===== src/rtl/res_st_sched.sv =====
// Reservation station: allocates free slots, wakes operands from CDB broadcasts, issues the oldest ready entry.
// Latency: alloc (or CDB wakeup) at edge N -> issuable in cycle N+1; issue is combinational from registered state.
// Backpressure: alloc_ready drops when full, flushing or in reset; entries stay put while issue_ready=0.
// Ports: clk/rst (sync, active-low), flush; alloc_* dispatch handshake + payload, alloc_idx target slot;
//        cdb_valid/cdb_tag/cdb_data packed broadcast channels (ch0 in LSBs); issue_* FU handshake + payload;
//        count/full/empty occupancy status.
module res_st_sched #(
  parameter int RES_ST_DEPTH = 8,
  parameter int DATA_WIDTH   = 32,
  parameter int TAG_WIDTH    = 5,
  parameter int OP_WIDTH     = 13,
  parameter int A_WIDTH      = 32,
  parameter int CDB_COUNT    = 2
) (
  input  logic                             clk,
  input  logic                             rst,
  input  logic                             flush,
  input  logic                             alloc_valid,
  output logic                             alloc_ready,
  input  logic [OP_WIDTH-1:0]              alloc_op,
  input  logic [DATA_WIDTH-1:0]            alloc_vj,
  input  logic [DATA_WIDTH-1:0]            alloc_vk,
  input  logic [TAG_WIDTH-1:0]             alloc_qj,
  input  logic [TAG_WIDTH-1:0]             alloc_qk,
  input  logic [A_WIDTH-1:0]               alloc_a,
  input  logic [TAG_WIDTH-1:0]             alloc_dest,
  output logic [$clog2(RES_ST_DEPTH)-1:0]  alloc_idx,
  input  logic [CDB_COUNT-1:0]             cdb_valid,
  input  logic [CDB_COUNT*TAG_WIDTH-1:0]   cdb_tag,
  input  logic [CDB_COUNT*DATA_WIDTH-1:0]  cdb_data,
  output logic                             issue_valid,
  input  logic                             issue_ready,
  output logic [OP_WIDTH-1:0]              issue_op,
  output logic [DATA_WIDTH-1:0]            issue_vj,
  output logic [DATA_WIDTH-1:0]            issue_vk,
  output logic [A_WIDTH-1:0]               issue_a,
  output logic [TAG_WIDTH-1:0]             issue_dest,
  output logic [$clog2(RES_ST_DEPTH)-1:0]  issue_idx,
  output logic [$clog2(RES_ST_DEPTH+1)-1:0] count,
  output logic                             full,
  output logic                             empty
);
  localparam int D  = RES_ST_DEPTH;
  localparam int IW = $clog2(RES_ST_DEPTH);
  localparam int CW = $clog2(RES_ST_DEPTH+1);

  logic [D-1:0]          busy_q, busy_d;
  logic [OP_WIDTH-1:0]   op_q   [D], op_d   [D];
  logic [DATA_WIDTH-1:0] vj_q   [D], vj_d   [D];
  logic [DATA_WIDTH-1:0] vk_q   [D], vk_d   [D];
  logic [TAG_WIDTH-1:0]  qj_q   [D], qj_d   [D];
  logic [TAG_WIDTH-1:0]  qk_q   [D], qk_d   [D];
  logic [A_WIDTH-1:0]    a_q    [D], a_d    [D];
  logic [TAG_WIDTH-1:0]  dest_q [D], dest_d [D];
  // age_q[i][j] = 1 means entry i is older than entry j
  logic [D-1:0]          age_q  [D], age_d  [D];
  logic [CW-1:0]         count_q, count_d;

  logic [D-1:0] ready;
  logic         free_found, sel_found, older;
  logic [IW-1:0] sel_idx;
  logic         alloc_fire, issue_fire;

  // Returns {hit, data}; scanning high to low lets the lowest matching channel win.
  function automatic logic [DATA_WIDTH:0] cdb_lookup(input logic [TAG_WIDTH-1:0] tag);
    logic [DATA_WIDTH:0] r;
    r = '0;
    for (int c = CDB_COUNT-1; c >= 0; c--) begin
      if (cdb_valid[c] && tag != '0 && cdb_tag[c*TAG_WIDTH +: TAG_WIDTH] == tag)
        r = {1'b1, cdb_data[c*DATA_WIDTH +: DATA_WIDTH]};
    end
    return r;
  endfunction

  // Lowest free slot, from registered busy so a slot freed this cycle is not reused yet.
  always_comb begin
    free_found = 1'b0;
    alloc_idx  = '0;
    for (int i = 0; i < D; i++) begin
      if (!busy_q[i] && !free_found) begin
        free_found = 1'b1;
        alloc_idx  = IW'(i);
      end
    end
  end

  assign full        = (count_q == CW'(D));
  assign empty       = (count_q == '0);
  assign count       = count_q;
  assign alloc_ready = rst & ~full & ~flush;
  assign alloc_fire  = alloc_valid & alloc_ready;

  // Oldest ready: the ready entry that no other ready entry is older than.
  always_comb begin
    sel_found = 1'b0;
    sel_idx   = '0;
    older     = 1'b0;
    for (int i = 0; i < D; i++)
      ready[i] = busy_q[i] && (qj_q[i] == '0) && (qk_q[i] == '0);
    for (int i = 0; i < D; i++) begin
      older = 1'b0;
      for (int j = 0; j < D; j++)
        if (ready[j] && age_q[j][i]) older = 1'b1;
      if (ready[i] && !older && !sel_found) begin
        sel_found = 1'b1;
        sel_idx   = IW'(i);
      end
    end
  end

  assign issue_valid = rst & sel_found;
  assign issue_fire  = issue_valid & issue_ready;
  assign issue_idx   = sel_idx;
  assign issue_op    = op_q[sel_idx];
  assign issue_vj    = vj_q[sel_idx];
  assign issue_vk    = vk_q[sel_idx];
  assign issue_a     = a_q[sel_idx];
  assign issue_dest  = dest_q[sel_idx];

  always_comb begin : nxt
    logic [DATA_WIDTH:0] hj, hk;
    busy_d = busy_q;  op_d = op_q;  vj_d = vj_q;  vk_d = vk_q;
    qj_d   = qj_q;    qk_d = qk_q;  a_d  = a_q;   dest_d = dest_q;
    age_d  = age_q;
    hj = '0;
    hk = '0;
    for (int i = 0; i < D; i++) begin
      hj = cdb_lookup(qj_q[i]);
      hk = cdb_lookup(qk_q[i]);
      if (busy_q[i] && hj[DATA_WIDTH]) begin
        vj_d[i] = hj[DATA_WIDTH-1:0];
        qj_d[i] = '0;
      end
      if (busy_q[i] && hk[DATA_WIDTH]) begin
        vk_d[i] = hk[DATA_WIDTH-1:0];
        qk_d[i] = '0;
      end
    end
    if (issue_fire) busy_d[sel_idx] = 1'b0;
    if (alloc_fire) begin
      hj = cdb_lookup(alloc_qj);
      hk = cdb_lookup(alloc_qk);
      busy_d[alloc_idx] = 1'b1;
      op_d[alloc_idx]   = alloc_op;
      a_d[alloc_idx]    = alloc_a;
      dest_d[alloc_idx] = alloc_dest;
      vj_d[alloc_idx]   = hj[DATA_WIDTH] ? hj[DATA_WIDTH-1:0] : alloc_vj;
      qj_d[alloc_idx]   = hj[DATA_WIDTH] ? '0 : alloc_qj;
      vk_d[alloc_idx]   = hk[DATA_WIDTH] ? hk[DATA_WIDTH-1:0] : alloc_vk;
      qk_d[alloc_idx]   = hk[DATA_WIDTH] ? '0 : alloc_qk;
      // New entry is younger than everything currently busy (alloc slot itself is not busy).
      for (int j = 0; j < D; j++) age_d[j][alloc_idx] = busy_q[j];
      age_d[alloc_idx] = '0;
    end
    // Stale age bits of freed entries are harmless: selection only considers ready rows.
    if (flush) busy_d = '0;
    count_d = flush ? '0 : count_q + CW'(alloc_fire) - CW'(issue_fire);
  end

  always_ff @(posedge clk) begin
    if (!rst) begin
      busy_q  <= '0;
      count_q <= '0;
      age_q   <= '{default: '0};
    end else begin
      busy_q  <= busy_d;
      count_q <= count_d;
      age_q   <= age_d;
    end
  end

  // Payload only matters while busy, so it carries no reset.
  always_ff @(posedge clk) begin
    op_q   <= op_d;
    vj_q   <= vj_d;
    vk_q   <= vk_d;
    qj_q   <= qj_d;
    qk_q   <= qk_d;
    a_q    <= a_d;
    dest_q <= dest_d;
  end
endmodule


===== config.mk =====
export PLATFORM = sky130hd
export DESIGN_NAME = res_st_sched
export DESIGN_NICKNAME = d
export VERILOG_FILES = /design/src/rtl/res_st_sched.sv
export SDC_FILE = /design/constraint.sdc
export NUM_CORES = 2
export LEC_CHECK = 0
export ABC_AREA = 1
export ABC_CLOCK_PERIOD_IN_PS = 5760
export CAP_MARGIN = 30
export CORE_MARGIN = 3
export CORE_UTILIZATION = 40
export CTS_CLUSTER_SIZE = 16
export DETAILED_ROUTE_END_ITERATION = 7
export HOLD_SLACK_MARGIN = 0.08
export PLACE_DENSITY_LB_ADDON = 0.1
export SLEW_MARGIN = 20
export SYNTH_ARGS = -nofsm -noshare
export SYNTH_HDL_FRONTEND = slang
export SYNTH_SLANG_ARGS = --single-unit

===== constraint.sdc =====
create_clock -name clk -period 5.76 [get_ports clk]
set_input_delay 1.152 -clock clk [delete_from_list [all_inputs] [get_ports clk]]
set_output_delay 1.152 -clock clk [all_outputs]
set_load 0.1 [all_outputs]

Yosys cells after proc, flatten, opt, wreduce, memory -nomap -nowiden --
Cells that the tools add are included. W data, S select, Z words.
Word-level totals: word-level logic and storage cells 599, bits in latches 0, register bits after elaboration 1068, memories kept 0, memory bits (writable) 0, bits in read-only memories 0, input bits 205
Operators by class: $mul 0, divide/modulo/power cells 0, eq/ne operators 37, $lt $le $gt $ge 7, shift-type cells 0, $add $sub $neg 2, bitwise gates (word level) 15, muxes and demuxes 215, reductions and logical operators 257
Operator list (number):
- $mux W33 | 38
- $mux W32 | 25
- $bwmux W256 | 3
- $mux W256 | 2
- $bmux W32 S3 | 3
- $logic_and A1 B1 Y1 | 193
- $eq A5 B5 Y1 | 36
- $bwmux W40 | 3
- $mux W5 | 21
- $bwmux W104 | 1
- $demux W32 S3 | 1
- $reduce_bool A5 Y1 | 18
- $mux W1 | 83
- $logic_not A5 Y1 | 16
- $mux W40 | 2
- $and A64 B64 Y64 | 1
- $bwmux W8 | 8
- $not A64 Y64 | 1
- $bmux W13 S3 | 1
- $demux W13 S3 | 1
- $mux W13 | 3
- $mux W3 | 11
- $logic_not A1 Y1 | 28
- $demux W8 S3 | 1
- other kinds (20) | 33

Depth between registers and ports, before layout --
word-level depth 45, mapped depth 23, mapped depth without buffers 22

Worst setup path before layout --
Ideal clock, no wire load.
path kind flip-flop to flip-flop, start reg count_q[2] (netlist: count[2]), end reg a_q[64] (netlist name), enable pin, setup time 0.434 ns, data required time 5.326 ns, arrival time 5.879 ns, period minus slack after synthesis 6.313 ns, slack -0.553 ns, path buffers 3, cell stages (with the launch flop) 11, path through dfxtp_1 -> inv_1 -> ha_1 -> nand2_1 -> inv_1 -> nor2_1 -> nand2_1 -> clkbuf_1 -> nor2_1 -> clkbuf_1 -> clkbuf_1
Between the ends: word-level cells in the longest chain between the ends 5
RTL lines:
- start, declared | line 57 | logic [CW-1:0] count_q, count_d;
- start signal, assigned | line 167 | count_q <= count_d;
- $eq A4 B4 Y1 | line 87 | assign full = (count_q == CW'(D));
- named net full | line 40 | output logic full,
- $not A1 Y1 | line 90 | assign alloc_ready = rst & ~full & ~flush;
- $and A1 B1 Y1 (2 in a row) | line 90
- named net alloc_ready | line 19 | output logic alloc_ready,
- $and A1 B1 Y1 | line 91 | assign alloc_fire = alloc_valid & alloc_ready;
- end signal, assigned | line 179 | a_q <= a_d;
- end, declared | line 53 | logic [A_WIDTH-1:0] a_q [D], a_d [D];
The timed path passes the listed nets, and every way through them passes these cells. A chain may end at the register's enable or synchronous reset.

Worst setup path in the final report --
start reg qk_q[9] (netlist name), end out issue_vk[31]
Between the ends: word-level cells in the longest chain between the ends 33, elaborated cells on any way between the ends 74
RTL lines:
- start, declared | line 52 | logic [TAG_WIDTH-1:0] qk_q [D], qk_d [D];
- start signal, assigned | line 178 | qk_q <= qk_d;
- $logic_not A5 Y1 * | line 99 | ready[i] = busy_q[i] && (qj_q[i] == '0) && (qk_q[i] == '0);
- $logic_and A1 B1 Y1 * | line 99
- $logic_and A1 B1 Y1 | line 103 | if (ready[j] && age_q[j][i]) older = 1'b1;
- $mux W1 (2 in a row) | line 103
- $logic_not A1 Y1 | line 104 | if (ready[i] && !older && !sel_found) begin
- $logic_and A1 B1 Y1 | line 104
- $mux W1 | line 104
- $logic_not A1 Y1 | line 104
- [... 15 more ...]
- $logic_and A1 B1 Y1 | line 104
- $mux W1 | line 104
- $logic_not A1 Y1 | line 104
- $logic_and A1 B1 Y1 | line 104
- $mux W3 * | line 104
- $not A3 Y4 (implied by the code) * | line 116 | assign issue_vk = vk_q[sel_idx];
- $bmux W32 S3 * | line 116
- $mux W32 (implied by the code) * (2 in a row) | line 116
- end, declared | line 35 | output logic [DATA_WIDTH-1:0] issue_vk,
Every way passes the cells marked *; elsewhere a longest branch is shown, timed or not. The select of a mux whose other input is x is not followed.

==> flow_summary.toml <==
[cts]
htree_levels = 4
hold_buffers = 0
clk_pin_slew_ns = 0.06
numCtsBuffers = 130
clock-root-buffer = "clkbuf_16"
cts_tree = "done"
numClockSinks = 1068
clk_latency_ns = 0.80
clockBufferDepth = 3

[synthesis]
synth_top_area_cell = "dfxtp_1"
synth_edf_count = 400
yosysWarningCount = 0
synth_cell_type_count = 61
yosys.area.top_type_share_pct = 23.9
yosysMostFrequentCell = "nand2_1"
netlist_area_um2 = 56000
synth-seq-cells = 1068
syn-num-nets = 7758
ys_seq_area_share_pct = 45.3
synthCells = 7546
async_flop_share_pct = 0
synth_area_leaders = "dfxtp_1 (24%), edfxtp_1 (21%), nand2_1 (14%), o21ai_0 (11%), nand3_1 (5.9%)"
synth_flop_cell = "dfxtp_1"
postSynthAreaPerCell_um2 = 7.42
ys_top_cells_by_count = "nand2_1 (2105), o21ai_0 (1258), dfxtp_1 (668)"

[critical_path]
cp-end-kind = "output pin"
required_ns = 4.61
worstSetupStartpointType = "register"
critical_path_class = "register to output pin"
reg2reg_slack_ns = 1.72
reg2reg_from = "busy_q[3]$_SDFF_PP0_"
r2r_end = "a_q[229]$_DFFE_PP_"
arrival_ns = 4.65
crit_fanout = 9
r2r.worst_path.cells = 9

[status]
violations = "DRC, setup timing"
status = "finished, violations left"

[timing]
skew_ns = 0.0293
worst_pin_slew_ns = 1.35
whs_ns = 0.462
setup_tns_ns = -0.0413
hold_viol = 0
maxSlewHeadroom_pct = 9.91
finalSetupViolations = 2
min_period_over_period_pct = 101
fmax_ghz = 0.172
final_max_slew_viol_count = 0
fin_crit_ns = 5.80
rsz0062_at_grt = "true"
setup_ws_ns = -0.0401

[worst_hold_path]
hold_end = "age_q[43]$_SDFFE_PN0P_"
min_path_cells = 2
min_from = "age_q[43]$_SDFFE_PN0P_"
hold_class = "register to register"

[route]
viasPerCell = 6.03
antenna_left = 0
drc = 9
vias = 57900
dr.first_iter.drc_count = 7988
drt-pass1-iter-count = 8
post_drt_wl_per_cell_um = 27.4
wl_um = 263000

[place]
io_buffer_count = 332
dpl.cell_count = 9348
post-dp-hpwl_um = 160000
pre_cts_ws_ns = 0.499
place_congestion = 0.946

[finish]
final_util_pct = 48.9
drive_above_1_share_pct = 9.08
nets = 7848
final_cells = 9612
syn2layout_area_growth_pct = 20.5

[global_routing]
grt_max_degree = 123
gr-max-usage-layer = "met2"
grt_usage_pct = 34.8
antenna_found_initial = 31
global_route.usage.met2_pct = 53.8
grt_first_pass_wirelength_um = 375000
gr-usage-met1_pct = 44.2
grt_pass1_vias = 53100
use_met3_pct = 7.66
grt_overflow = 0

[floorplanning]
num_rows = 136
die_area_um2 = 145000
initial_core_util_pct = 40.5
io_pins = 333
die_w_um = 380
die_y_um = 380
core_region_area_um2 = 138000

[power_and_ir_drop]
switchingPower_mw = 5.68
seqPwrFrac_pct = 42.4
swShare_pct = 29.0
ir_drop_mv = 0.300
power_frac_comb_pct = 15.2
powerDensity_nw_per_um2 = 290
intPower_mw = 13.9
p_leak_nw = 25.3
clkPwrFrac_pct = 42.3

[flow_run]
cap_violations = 0
worst max-delay path by stage:
stage | slack [ns] | endpoint | cells past startpoint | start
after floorplan | 0.04 | a_q[160]$_DFFE_PP_ | 10 | count[2]$_SDFF_PP0_
after global placement | 0.52 | issue_a[1] | 17 | busy_q[6]$_SDFF_PP0_
final | -0.04 | issue_vk[31] | 18 | qk_q[9]$_DFF_P_
after global routing | -0.11 | issue_vj[1] | 19 | qk_q[9]$_DFF_P_
after CTS | 0.02 | issue_vj[7] | 22 | qk_q[21]$_DFF_P_
after detailed placement | 0.50 | issue_dest[2] | 17 | busy_q[6]$_SDFF_PP0_
per-stage QoR:
stage | area, um^2 | power (mW)
6_report | 67500 | 19.6
5_1_grt | 67500 | 20.1
4_1_cts | 67200 | 19.6
3_5_place_dp | 62900 | 11.4
3_3_place_gp | 62800 | 11.3
2_1_floorplan | 56000 | 10.0
layout make-up:
| class | instances | area (um^2) |
|---|---|---|
| fillers | 13500 | 70700 |
| multi-input cells | 5431 | 26800 |
| flip-flops and latches | 1068 | 25400 |
| repair buffers | 585 | 7170 |
| clock buffers | 180 | 3660 |
| well taps | 1863 | 2330 |
| inverters | 420 | 1600 |
| clock inverters | 48 | 536 |
| diodes | 17 | 42.5 |
sequential cells by signal, indices dropped and copies added, names as in the netlist:
name	cells
vj_q	256
busy_q	8
a_q	256
qj_q	40
vk_q	256
age_q	64
count	4
dest_q	40
qk_q	40
op_q	104
logic make-up (layout without fill, tap and decap cells):
family | count (synthesis) | count (layout) | synth area share (%)
XOR/XNOR | 56 | 56 | 0.876
flip-flops | 1068 | 1068 | 45.3
AO/OA/AOI/OAI | 2038 | 2038 | 21.1
buffers and inverters | 1050 | 1233 | 7.55
AND/OR/NAND/NOR | 3307 | 3310 | 24.6
multiplexers | 20 | 20 | 0.357
other | 0 | 17 | 0
adder cells (fa/ha/maj) | 7 | 7 | 0.170
critical path, cell delays in order (launching register included):
cell and delay, ns:
dfxtp_1 0.35, nor2_1 0.16, nand4_1 0.33, nor3_4 0.43, buf_4 0.19, nand2_1 0.05
nand2_1 0.06, nor2_1 0.04, nand2_1 0.19, clkinv_2 0.17, nand2_2 0.12, nand2_2 0.08
inv_2 0.32, nand2_4 0.26, nand3_1 0.14, nand2_1 0.07, inv_1 0.05, nand4_1 0.47
buf_12 0.38
layout by cell type, fill, tap and decap left out, drive strengths merged, types with 37 or more instances in the layout:
cell type,count
o21ai,1331
xor2,40
nand3,661
a21oi,93
a221oi,42
dfxtp,668
edfxtp,400
clkdlybuf4s50,210
nand2,2115
inv,416
nor2,368
a211oi,37
o22ai,54
clkinv,40
clkbuf,182
o211ai,369
nand4,95
buf,373
layer usage:
layer / wire (um) / up-vias
li1: - / 26200
met1: 102000 / 27500
met2: 116000 / 3441
met3: 27200 / 792
met4: 18100 / 22
met5: 167 / -
timing repair:
action,in CTS,in global routing
setup endpoints to repair,112,113
hold endpoints to repair,0,0
pin swaps,2,7
resized for setup,15,26
setup buffers,4,8
cloned,1,4
power groups by stage:
| stage | Sequential (mW) | Combinational [mW] | Clock (mW) |
|---|---|---|---|
| after global routing | 8.32 | 3.11 | 8.64 |
| after global placement | 8.44 | 2.90 | 0 |
| after CTS | 8.29 | 2.94 | 8.35 |
| after detailed placement | 8.45 | 2.92 | 0 |
| final | 8.30 | 2.98 | 8.28 |
| after floorplan | 8.41 | 1.64 | 0 |
(Power assumes the default switching activity.)
